===== src/rtl/alu_div_sequencer.sv =====
// Multi-cycle RV32M DIV/DIVU/REM/REMU sequencer. It drives the shared ALU in subtract mode
// through a 32-step restoring division, then applies the sign fix-up on the selected result.
module alu_div_sequencer #(
  parameter int XLEN = 32
) (
  input  logic            clk,
  input  logic            rst,
  input  logic            start,
  input  logic [1:0]      op,
  input  logic [XLEN-1:0] dividend,
  input  logic [XLEN-1:0] divisor,
  input  logic            kill,
  output logic            busy,
  output logic            done,
  output logic [XLEN-1:0] result,
  output logic [XLEN-1:0] alu_a,
  output logic [XLEN-1:0] alu_b,
  output logic [3:0]      alu_fn,
  input  logic [XLEN-1:0] alu_r,
  input  logic            alu_cf
);

  typedef enum logic [2:0] {
    S_IDLE, S_ABS_A, S_ABS_B, S_ITER, S_SIGN, S_DONE
  } state_t;

  localparam logic [3:0] FN_SUB = 4'b0001;

  state_t state, state_d;

  logic [XLEN-1:0] a_abs, b_abs, r_q, q_q;
  logic            r_msb;
  logic [4:0]      cnt;
  logic [1:0]      op_q;
  logic            neg_q, neg_r;

  logic            signed_q, ge, neg;
  logic [XLEN-1:0] shifted, sel;

  assign signed_q = ~op_q[0];
  assign shifted  = {r_q[XLEN-2:0], q_q[XLEN-1]};
  // r_msb is the bit shifted out of R: when set, the 33-bit partial remainder exceeds any divisor.
  assign ge       = r_msb | alu_cf;
  assign sel      = op_q[1] ? r_q : q_q;
  assign neg      = op_q[1] ? neg_r : neg_q;

  always_ff @(posedge clk) begin
    if (rst) state <= S_IDLE;
    else     state <= state_d;
  end

  always_comb begin
    state_d = state;
    busy    = (state != S_IDLE);
    done    = 1'b0;
    alu_fn  = 4'b0000;
    alu_a   = '0;
    alu_b   = '0;
    case (state)
      S_IDLE: begin
        if (start && !kill) state_d = (divisor == '0) ? S_DONE : S_ABS_A;
      end
      S_ABS_A: begin
        alu_fn  = FN_SUB;
        alu_b   = a_abs;
        state_d = S_ABS_B;
      end
      S_ABS_B: begin
        alu_fn  = FN_SUB;
        alu_b   = b_abs;
        state_d = S_ITER;
      end
      S_ITER: begin
        alu_fn = FN_SUB;
        alu_a  = shifted;
        alu_b  = b_abs;
        if (cnt == 5'd31) state_d = S_SIGN;
      end
      S_SIGN: begin
        alu_fn  = FN_SUB;
        alu_b   = sel;
        state_d = S_DONE;
      end
      S_DONE: begin
        done    = 1'b1;
        state_d = S_IDLE;
      end
      default: state_d = S_IDLE;
    endcase
    if (kill && state != S_IDLE) state_d = S_IDLE;
  end

  // Datapath is frozen on kill so an aborted SIGN step cannot overwrite result.
  always_ff @(posedge clk) begin
    if (rst) begin
      a_abs  <= '0;
      b_abs  <= '0;
      r_q    <= '0;
      q_q    <= '0;
      r_msb  <= 1'b0;
      cnt    <= '0;
      op_q   <= '0;
      neg_q  <= 1'b0;
      neg_r  <= 1'b0;
      result <= '0;
    end else if (!kill) begin
      case (state)
        S_IDLE: begin
          if (start) begin
            op_q  <= op;
            neg_q <= ~op[0] & (dividend[XLEN-1] ^ divisor[XLEN-1]);
            neg_r <= ~op[0] & dividend[XLEN-1];
            a_abs <= dividend;
            b_abs <= divisor;
            if (divisor == '0) result <= op[1] ? dividend : '1;
          end
        end
        S_ABS_A: a_abs <= (signed_q && a_abs[XLEN-1]) ? alu_r : a_abs;
        S_ABS_B: begin
          b_abs <= (signed_q && b_abs[XLEN-1]) ? alu_r : b_abs;
          q_q   <= a_abs;
          r_q   <= '0;
          r_msb <= 1'b0;
          cnt   <= '0;
        end
        S_ITER: begin
          r_q   <= ge ? alu_r : shifted;
          r_msb <= ge ? alu_r[XLEN-1] : shifted[XLEN-1];
          q_q   <= {q_q[XLEN-2:0], ge};
          cnt   <= cnt + 5'd1;
        end
        S_SIGN: result <= neg ? alu_r : sel;
        default: ;
      endcase
    end
  end

endmodule


===== config.mk =====
export PLATFORM = sky130hd
export DESIGN_NAME = alu_div_sequencer
export DESIGN_NICKNAME = d
export VERILOG_FILES = /design/src/rtl/alu_div_sequencer.sv
export SDC_FILE = /design/constraint.sdc
export NUM_CORES = 1
export LEC_CHECK = 0
export BUFFER_PORTS_ARGS = -buffer_cell sky130_fd_sc_hd__buf_2
export CAP_MARGIN = 40
export CORE_ASPECT_RATIO = 1.75
export CORE_MARGIN = 2
export CORE_UTILIZATION = 50
export DETAILED_ROUTE_END_ITERATION = 12
export PLACE_DENSITY = 0.76
export SLEW_MARGIN = 30
export SYNTH_ARGS = -nofsm -noshare
export SYNTH_HDL_FRONTEND = slang
export SYNTH_SLANG_ARGS = --single-unit

===== constraint.sdc =====
create_clock -name clk -period 4.95 [get_ports clk]
set_input_delay 0.99 -clock clk [delete_from_list [all_inputs] [get_ports clk]]
set_output_delay 0.99 -clock clk [all_outputs]
set_load 0.01 [all_outputs]

==> results of run 1 <==
-- final cells by class --
cell class | count | share of cell area
Multi-Input combinational cell | 842 | 0.5254
Sequential cell | 172 | 0.2814
Timing Repair Buffer | 229 | 0.1109
Clock buffer | 17 | 0.03462
Tap cell | 252 | 0.02566
Clock inverter | 15 | 0.01202
Inverter | 33 | 0.01008
-- metrics by stage --
stage | utilization | std cells | hold slack, ps | setup WS, ps
floorplan | - | 1168 | 468.2 | 2407
global placement | 0.5540 | 1520 | 460.7 | 1366
detailed placement | 0.5603 | 1525 | 465.9 | 1300
CTS | 0.5879 | 1557 | 478.0 | 1257
global route | 0.5919 | 1560 | 498.6 | 1065
finish | 0.5919 | 1560 | 475.8 | 1221
-- where the power goes --
group / switching, mW / leakage [nW] / total, mW / internal, mW
clock network: 0.672 / 0.284 / 1.35 / 0.674
registers: 0.0709 / 1.40 / 1.52 / 1.45
logic: 0.307 / 3.08 / 0.537 / 0.230
total: 1.05 / 4.76 / 3.40 / 2.35
-- per-layer routing --
layer	GRT usage	vias up
met4	0.1730	0
met1	0.3360	4623
met3	0.04047	118
li1	-	4485
met2	0.5099	399
met5	0	-
-- cell usage after synthesis, drive strengths merged (2+ instances only) --
| cell type | instances | area (um^2) |
|---|---|---|
| nand2 | 65 | 244.0 |
| a2111oi | 3 | 63.81 |
| inv | 33 | 123.9 |
| a22oi | 68 | 510.5 |
| a211oi | 65 | 768.2 |
| nand2b | 37 | 231.5 |
| o22ai | 32 | 200.2 |
| a21oi | 4 | 20.02 |
| nor2b | 3 | 18.77 |
| and2 | 33 | 206.5 |
| mux2 | 31 | 349.1 |
| a311oi | 30 | 262.8 |
| ha | 2 | 25.02 |
| dfxtp | 172 | 3443 |
| clkbuf | 69 | 259.0 |
| and3 | 2 | 12.51 |
| xnor2 | 2 | 17.52 |
| a311o | 32 | 320.3 |
| nand3 | 2 | 10.01 |
| nor4 | 8 | 50.05 |
| mux2i | 228 | 2282 |
| nor3b | 2 | 15.01 |
| nor3 | 4 | 20.02 |
| buf | 52 | 319.0 |
| nor2 | 173 | 649.4 |
-- state kept, by name, summed over array words and instances (netlist names) --
| register | flops |
|---|---|
| a_abs | 32 |
| b_abs | 32 |
| cnt | 5 |
| neg_q | 1 |
| neg_r | 1 |
| op_q | 2 |
| q_q | 32 |
| r_q | 32 |
| result | 32 |
| state | 3 |
-- worst max-delay path, cell delays in order, from the launching register on --
cell     delay (ps)
dfxtp_2         650
buf_4           430
and3b_2         480
buf_4           390
and2_1          180
buf_2           120
-- how the worst min path moves through the flow --
| stage | cells past startpoint | startpoint | end |
|---|---|---|---|
| floorplan | 2 | op_q[0] | op_q[0] |
| global placement | 2 | result[26] | result[26] |
| global route | 2 | result[15] | result[15] |
| finish | 2 | result[1] | result[1] |
| detailed placement | 2 | result[9] | result[9] |
| CTS | 2 | result[1] | result[1] |
-- kinds of logic after synthesis --
kind of cell    synth area share
simple gates              0.1430
mux                       0.2498
compound gates            0.2092
flops                     0.3269
buf+inv                  0.06664
fa+ha+maj               0.002375
xor+xnor                0.001663
other cells            0.0003560
==> impl_metrics.json, run 1 <==
{
  "peakVddDrop_v": 0.0002405,
  "rows": 70,
  "antenna_cells": 0,
  "final.setup.tns_ps": 0,
  "dpl_cell_area_um2": 11630,
  "antenna_left": 0,
  "syn_inst": 1166,
  "initial_utilization": 0.5074,
  "worstSetupStartpoint": "state[1]",
  "ys_async_sr_fraction": 0,
  "finalCriticalPeriod_ps": 3729,
  "crit_fanout": 27,
  "grt_max_degree": 109,
  "cp.required_ps": 3960,
  "r2r_slack_ps": 1680,
  "grt_use_total": 0.2923,
  "cts_sinks": 172,
  "p_total_mw": 3.399,
  "grt_overflow": 0,
  "startpoint_type": "flop",
  "ys_seq_elements": 172,
  "status": "complete, no violations",
  "clock-skew-final_ps": 16.38,
  "clk_pin_slew_ps": 70,
  "firstDrtPassIters": 5,
  "cts_inserted_buffers": 17,
  "routed_wl_um": 33000,
  "multiInputGateArea_um2": 6455,
  "first_global_vias": 9662,
  "mostFrequentLayoutCells": "mux2i_1 (228), buf_2 (200), nor2_1 (171)",
  "fillCellCount": 1781,
  "pwr_density_cell_nw_per_um2": 276.7,
  "tritoncts": "built",
  "via_per_inst": 6.170,
  "layout.nets": 1400,
  "antenna_found_initial": 0,
  "synthFlopType": "dfxtp_1",
  "yosys_warnings": 0,
  "die_h_um": 196,
  "syn_area_per_cell_um2": 9.033,
  "cp-end-kind": "primary output",
  "crit_arrival_ps": 2740,
  "crit_path_end": "alu_a[19]",
  "synth_seq_area_share": 0.3269,
  "ctsHoldBuffers": 0,
  "min_path_type": "flop to flop",
  "final_common_cell": "mux2i_1",
  "die_area_um2": 22290,
  "fmax_ghz": 0.2682,
  "coreArea_um2": 20760,
  "hold_violations": 0,
  "cts-root-buf": "clkbuf_16",
  "drtIter0Drc": 769,
  "die_x_um": 113.7,
  "maxSlewHeadroom": 0.4480,
  "rsz0062_at_grt": "no",
  "final_max_slew_viol_count": 0,
  "synthDistinctLibCells": 44,
  "post_cts_buffers": 0,
  "drc": 0,
  "area_growth_pct": 16.65,
  "worstReg2RegStart": "state[0]",
  "reg2reg_depth": 7,
  "cts.htree.levels": 4,
  "wl_per_cell_um": 21.15,
  "final_cell_area_um2": 12290,
  "post_route_cells_drive_above_1_share": 0.2813,
  "routabilityCongestion": 0.8086,
  "synth_enable_flop_cells": 0,
  "ios": 205,
  "grt_pass1_wl_um": 51540,
  "tightest_slew_ps": 828.1,
  "wl_met1_um": 12410,
  "cts_buffer_depth": 2,
  "setup_viol_count_final": 0,
  "cap_violations": 0,
  "portBuffers": 201,
  "critPathKind": "flop to primary output",
  "clk_latency_ps": 450,
  "cts_resized": 0,
  "vias": 9625,
  "seqCellArea_um2": 3457,
  "p_leak_nw": 4.763,
  "r2r-end": "a_abs[23]",
  "synth.cell_area_um2": 10530,
  "route.met3.wl_um": 1712,
  "finalCritPeriodShare": 0.7533,
  "dp.final_hpwl_um": 22110,
  "wl_met2_um": 17120,
  "highest_layer": "met4"
}
(Power assumes the default switching activity.)
==> inputs of run 2 (changes only) <==
==> constraint.sdc (replaced) <==
create_clock -name clk -period 3.6 [get_ports clk]
set_input_delay 0.72 -clock clk [delete_from_list [all_inputs] [get_ports clk]]
set_output_delay 0.72 -clock clk [all_outputs]
set_load 0.01 [all_outputs]
==> run 2 against run 1 <==
Utilization increased by 0.066 points. Sequential cell count unchanged. Combinational power increased by 39%. Clock power increased by 48%. Sequential share of layout area decreased by 0.052 points. Setup slack got worse by 750 ps. Count of clock-buffer cells in the layout increased by 4. Via count increased by 1.7%. Total power increased by 42%. Critical path type unchanged. Largest cell class unchanged. Largest power group unchanged.
==> impl_metrics.json, run 2 (same netlist as run 1, synthesis figures left out) <==
{
  "multiInputGateArea_um2": 6446,
  "status": "complete, no violations",
  "grt_overflow": 0,
  "first_global_vias": 9703,
  "initial_utilization": 0.5074,
  "tritoncts": "built",
  "grt_pass1_wl_um": 51290,
  "cts-root-buf": "clkbuf_16",
  "pwr_density_cell_nw_per_um2": 392.3,
  "p_int_mw": 3.502,
  "ios": 205,
  "clk_pin_slew_ps": 60,
  "p_sw_frac": 0.2742,
  "p_switching_mw": 1.323,
  "crit_fanout": 19,
  "fillCellCount": 1804,
  "drc": 0,
  "crit_arrival_ps": 2410,
  "cp.required_ps": 2880,
  "wl_per_cell_um": 21.14,
  "drtIter0Drc": 735,
  "layout.nets": 1407,
  "final_common_cell": "mux2i_1",
  "critPathKind": "flop to primary output",
  "vias": 9791,
  "post_cts_buffers": 0,
  "cap_violations": 0,
  "firstDrtPassIters": 7,
  "pwr-share-comb": 0.155,
  "maxSlewHeadroom": 0.4106,
  "hold_violations": 0,
  "tightest_slew_ps": 884.1,
  "grt_max_degree": 63,
  "peakVddDrop_v": 0.0002942,
  "cts_resized": 0,
  "p_seq_frac": 0.432,
  "cts_sinks": 172,
  "setup_ws_ps": 466.4,
  "final.setup.tns_ps": 0,
  "antenna_found_initial": 0,
  "mostFrequentLayoutCells": "mux2i_1 (228), buf_2 (200), nor2_1 (171)",
  "dp.final_hpwl_um": 22470,
  "seqCellArea_um2": 3455,
  "detailedPlace.worstSlack_ps": 893.5,
  "routabilityCongestion": 0.8752,
  "clk_latency_ps": 440,
  "antenna_cells": 0,
  "p_leak_nw": 4.781,
  "cts.htree.levels": 4,
  "final_max_slew_viol_count": 0,
  "grt_use_total": 0.2930,
  "setup_viol_count_final": 0,
  "post_route_cells_drive_above_1_share": 0.2837,
  "fmax_ghz": 0.3191,
  "coreArea_um2": 20760,
  "portBuffers": 201,
  "cts_buffer_depth": 2,
  "rows": 70,
  "antenna_left": 0,
  "rsz0062_at_grt": "no",
  "via_per_inst": 6.248,
  "die_area_um2": 22290,
  "p_clk_frac": 0.414,
  "min_path_type": "flop to flop",
  "cts_inserted_buffers": 17,
  "finalCriticalPeriod_ps": 3134,
  "ctsHoldBuffers": 0,
  "finalCritPeriodShare": 0.8705,
  "startpoint_type": "flop",
  "routed_wl_um": 33130,
  "die_h_um": 196,
  "cp-end-kind": "primary output",
  "area_growth_pct": 16.79,
  "clock-skew-final_ps": 8.811,
  "die_x_um": 113.7
}
[run 2: cell count changes in the layout (fill, tap and decap cells not counted), moves of 4 or more]
cell / previous run / this run
bufinv_16: 0 / 4
buf_4: 20 / 31
inv_8: 7 / 0
buf_16: 6 / 1
[run 2: path summary, 6_finish.rpt]
check,start,to,slack [ps],cells past startpoint
worst min register to register,result[31],result[31],470,2
worst max register to register,state[1],a_abs[24],940,6
worst min-delay path,result[31],result[31],470,2
worst max-delay path,state[1],alu_b[23],470,6
[run 2: critical path, stage by stage, from the launching register on]
cell     delay (ps)
dfxtp_2         370
buf_4           240
nor2b_4         520
buf_4           290
a22oi_1          80
o22ai_1         260
buf_2           190
[run 2: layout make-up]
| cell class | instances | share of cell area |
|---|---|---|
| clock buffers | 21 | 0.03743 |
| inverters | 33 | 0.01007 |
| multi-input cells | 842 | 0.5241 |
| flip-flops and latches | 172 | 0.2808 |
| repair buffers | 236 | 0.1083 |
| clock inverters | 11 | 0.01363 |
| well taps | 252 | 0.02563 |
[run 2: per-stage QoR]
| stage | area [um^2] | std cells | hold WS (ps) | utilization | total power [mW] |
|---|---|---|---|---|---|
| 6_report | 12300 | 1567 | 469.5 | 0.5926 | 4.825 |
| 5_1_grt | 12300 | 1567 | 490.2 | 0.5926 | 4.976 |
| 4_1_cts | 12300 | 1567 | 474.1 | 0.5926 | 4.827 |
| 3_5_place_dp | 11670 | 1535 | 462.9 | 0.5623 | 2.856 |
| 3_3_place_gp | 11640 | 1534 | 458.1 | 0.5609 | 2.836 |
| 2_1_floorplan | 10540 | 1168 | 468.2 | - | 2.616 |
[run 2: metal layers]
layer  share of wire  routed length [um]  global-route usage
met5               0                   0                   0
met4           0.063                2071              0.1947
met1            0.38               12420              0.3293
met3           0.060                1983             0.05159
met2            0.50               16650              0.5012
[run 2: power groups by stage]
stage | registers [mW] | logic (mW) | clock network (mW)
3_5_place_dp | 2.12 | 0.734 | 0
3_3_place_gp | 2.12 | 0.715 | 0
5_1_grt | 2.09 | 0.802 | 2.08
2_1_floorplan | 2.08 | 0.538 | 0
4_1_cts | 2.08 | 0.739 | 2.01
6_report | 2.08 | 0.746 | 2.00
==> inputs of run 3 (changes only) <==
--- a/config.mk
+++ b/config.mk
@@ -11,7 +11,7 @@
 export CORE_MARGIN = 2
 export CORE_UTILIZATION = 50
 export DETAILED_ROUTE_END_ITERATION = 12
-export PLACE_DENSITY = 0.76
+export PLACE_DENSITY = 0.73
 export SLEW_MARGIN = 30
 export SYNTH_ARGS = -nofsm -noshare
 export SYNTH_HDL_FRONTEND = slang
==> run 3 against run 2 <==
Routed wire length increased by 1.2%. Sequential cell count unchanged. First-iteration DRC count decreased by 7.8%. Register-to-register slack got worse by 140 ps. Largest cell class unchanged. Largest power group unchanged.
==> impl_metrics.json, run 3 (same netlist as run 1, synthesis figures left out) <==
{
  "status": "complete, no violations",
  "clk_latency_ps": 440,
  "post-place-cells": 1529,
  "layout.nets": 1402,
  "maxSlewHeadroom": 0.4503,
  "antenna_left": 0,
  "grt_pass1_wl_um": 51830,
  "fillCellCount": 1808,
  "drc": 0,
  "grt_use_total": 0.2950,
  "antenna_found_initial": 0,
  "coreArea_um2": 20760,
  "crit_fanout": 44,
  "p_total_mw": 4.582,
  "mostFrequentLayoutCells": "mux2i_1 (228), buf_2 (200), nor2_1 (171)",
  "first_global_vias": 9623,
  "drtIter0Drc": 678,
  "area_growth_pct": 15.79,
  "grt_overflow": 0,
  "setup_viol_count_final": 0,
  "rows": 70,
  "hold_ws_ps": 469.9,
  "finalCriticalPeriod_ps": 3226,
  "firstDrtPassIters": 5,
  "via_per_inst": 6.242,
  "fmax_ghz": 0.3100,
  "cts_sinks": 172,
  "tightest_slew_ps": 824.6,
  "min_path_type": "flop to flop",
  "vias": 9743,
  "antenna_cells": 0,
  "final_common_cell": "mux2i_1",
  "cts_buffer_depth": 2,
  "initial_utilization": 0.5074,
  "pwr_density_cell_nw_per_um2": 375.7,
  "stdcell_count": 1561,
  "cts_inserted_buffers": 17,
  "die_area_um2": 22290,
  "clock-skew-final_ps": 14.38,
  "portBuffers": 201,
  "die_x_um": 113.7,
  "p_leak_nw": 4.718,
  "hold_violations": 0,
  "ctsHoldBuffers": 0,
  "post_cts_buffers": 0,
  "finalCritPeriodShare": 0.8960,
  "final_max_slew_viol_count": 0,
  "routed_wl_um": 33530,
  "post_route_cells_drive_above_1_share": 0.2811,
  "setup_ws_ps": 374.3,
  "postLayoutCoreUtil": 0.5875,
  "cp-end-kind": "primary output",
  "dp.final_hpwl_um": 22330,
  "final_cell_area_um2": 12200,
  "routabilityCongestion": 0.8613,
  "critPathKind": "flop to primary output",
  "cap_violations": 0,
  "cts.htree.levels": 4,
  "ios": 205,
  "crit_arrival_ps": 2510,
  "dpl_cell_area_um2": 11620,
  "rsz0062_at_grt": "no",
  "cts_resized": 0,
  "detailedPlace.worstSlack_ps": 667.0,
  "tritoncts": "built",
  "cp.required_ps": 2880,
  "die_h_um": 196,
  "peakVddDrop_v": 0.0002749,
  "grt_max_degree": 94,
  "startpoint_type": "flop",
  "clk_pin_slew_ps": 70,
  "cts-root-buf": "clkbuf_16",
  "final.setup.tns_ps": 0,
  "wl_per_cell_um": 21.48
}
[run 3: path summary, 6_finish.rpt]
path	startpoint	end	slack (ps)	depth (start not counted)
setup reg to reg	state[0]	a_abs[5]	800	6
hold / removal	result[25]	result[25]	470	2
hold reg to reg	result[25]	result[25]	470	2
setup / recovery	state[0]	alu_b[21]	370	5
[run 3: per-layer routing]
layer,up-vias,GRT usage,part of all wire
li1,4492,-,-
met1,4743,0.3427,0.39
met2,399,0.5112,0.51
met3,109,0.03738,0.045
met4,0,0.1784,0.052
met5,-,0,0
[run 3: final cells by class]
class,count,area (um^2),area share
Multi-Input combinational cell,842,6449,0.5288
Tap cell,252,315.3,0.02585
Clock inverter,11,86.33,0.007079
Inverter,33,123.9,0.01016
Sequential cell,172,3457,0.2835
Clock buffer,20,456.7,0.03745
Timing Repair Buffer,231,1308,0.1072
[run 3: worst max-delay path, stage by stage (launching register included)]
cell and delay, ps:
dfxtp_1 720, nor2_1 250, nand2_4 460, buf_12 290, o22ai_1 150, buf_2 180
[run 3: power breakdown]
group / switching, mW / internal, mW
sequential: 0.100 / 1.99
combinational: 0.424 / 0.314
clock: 0.830 / 0.925
total: 1.35 / 3.23
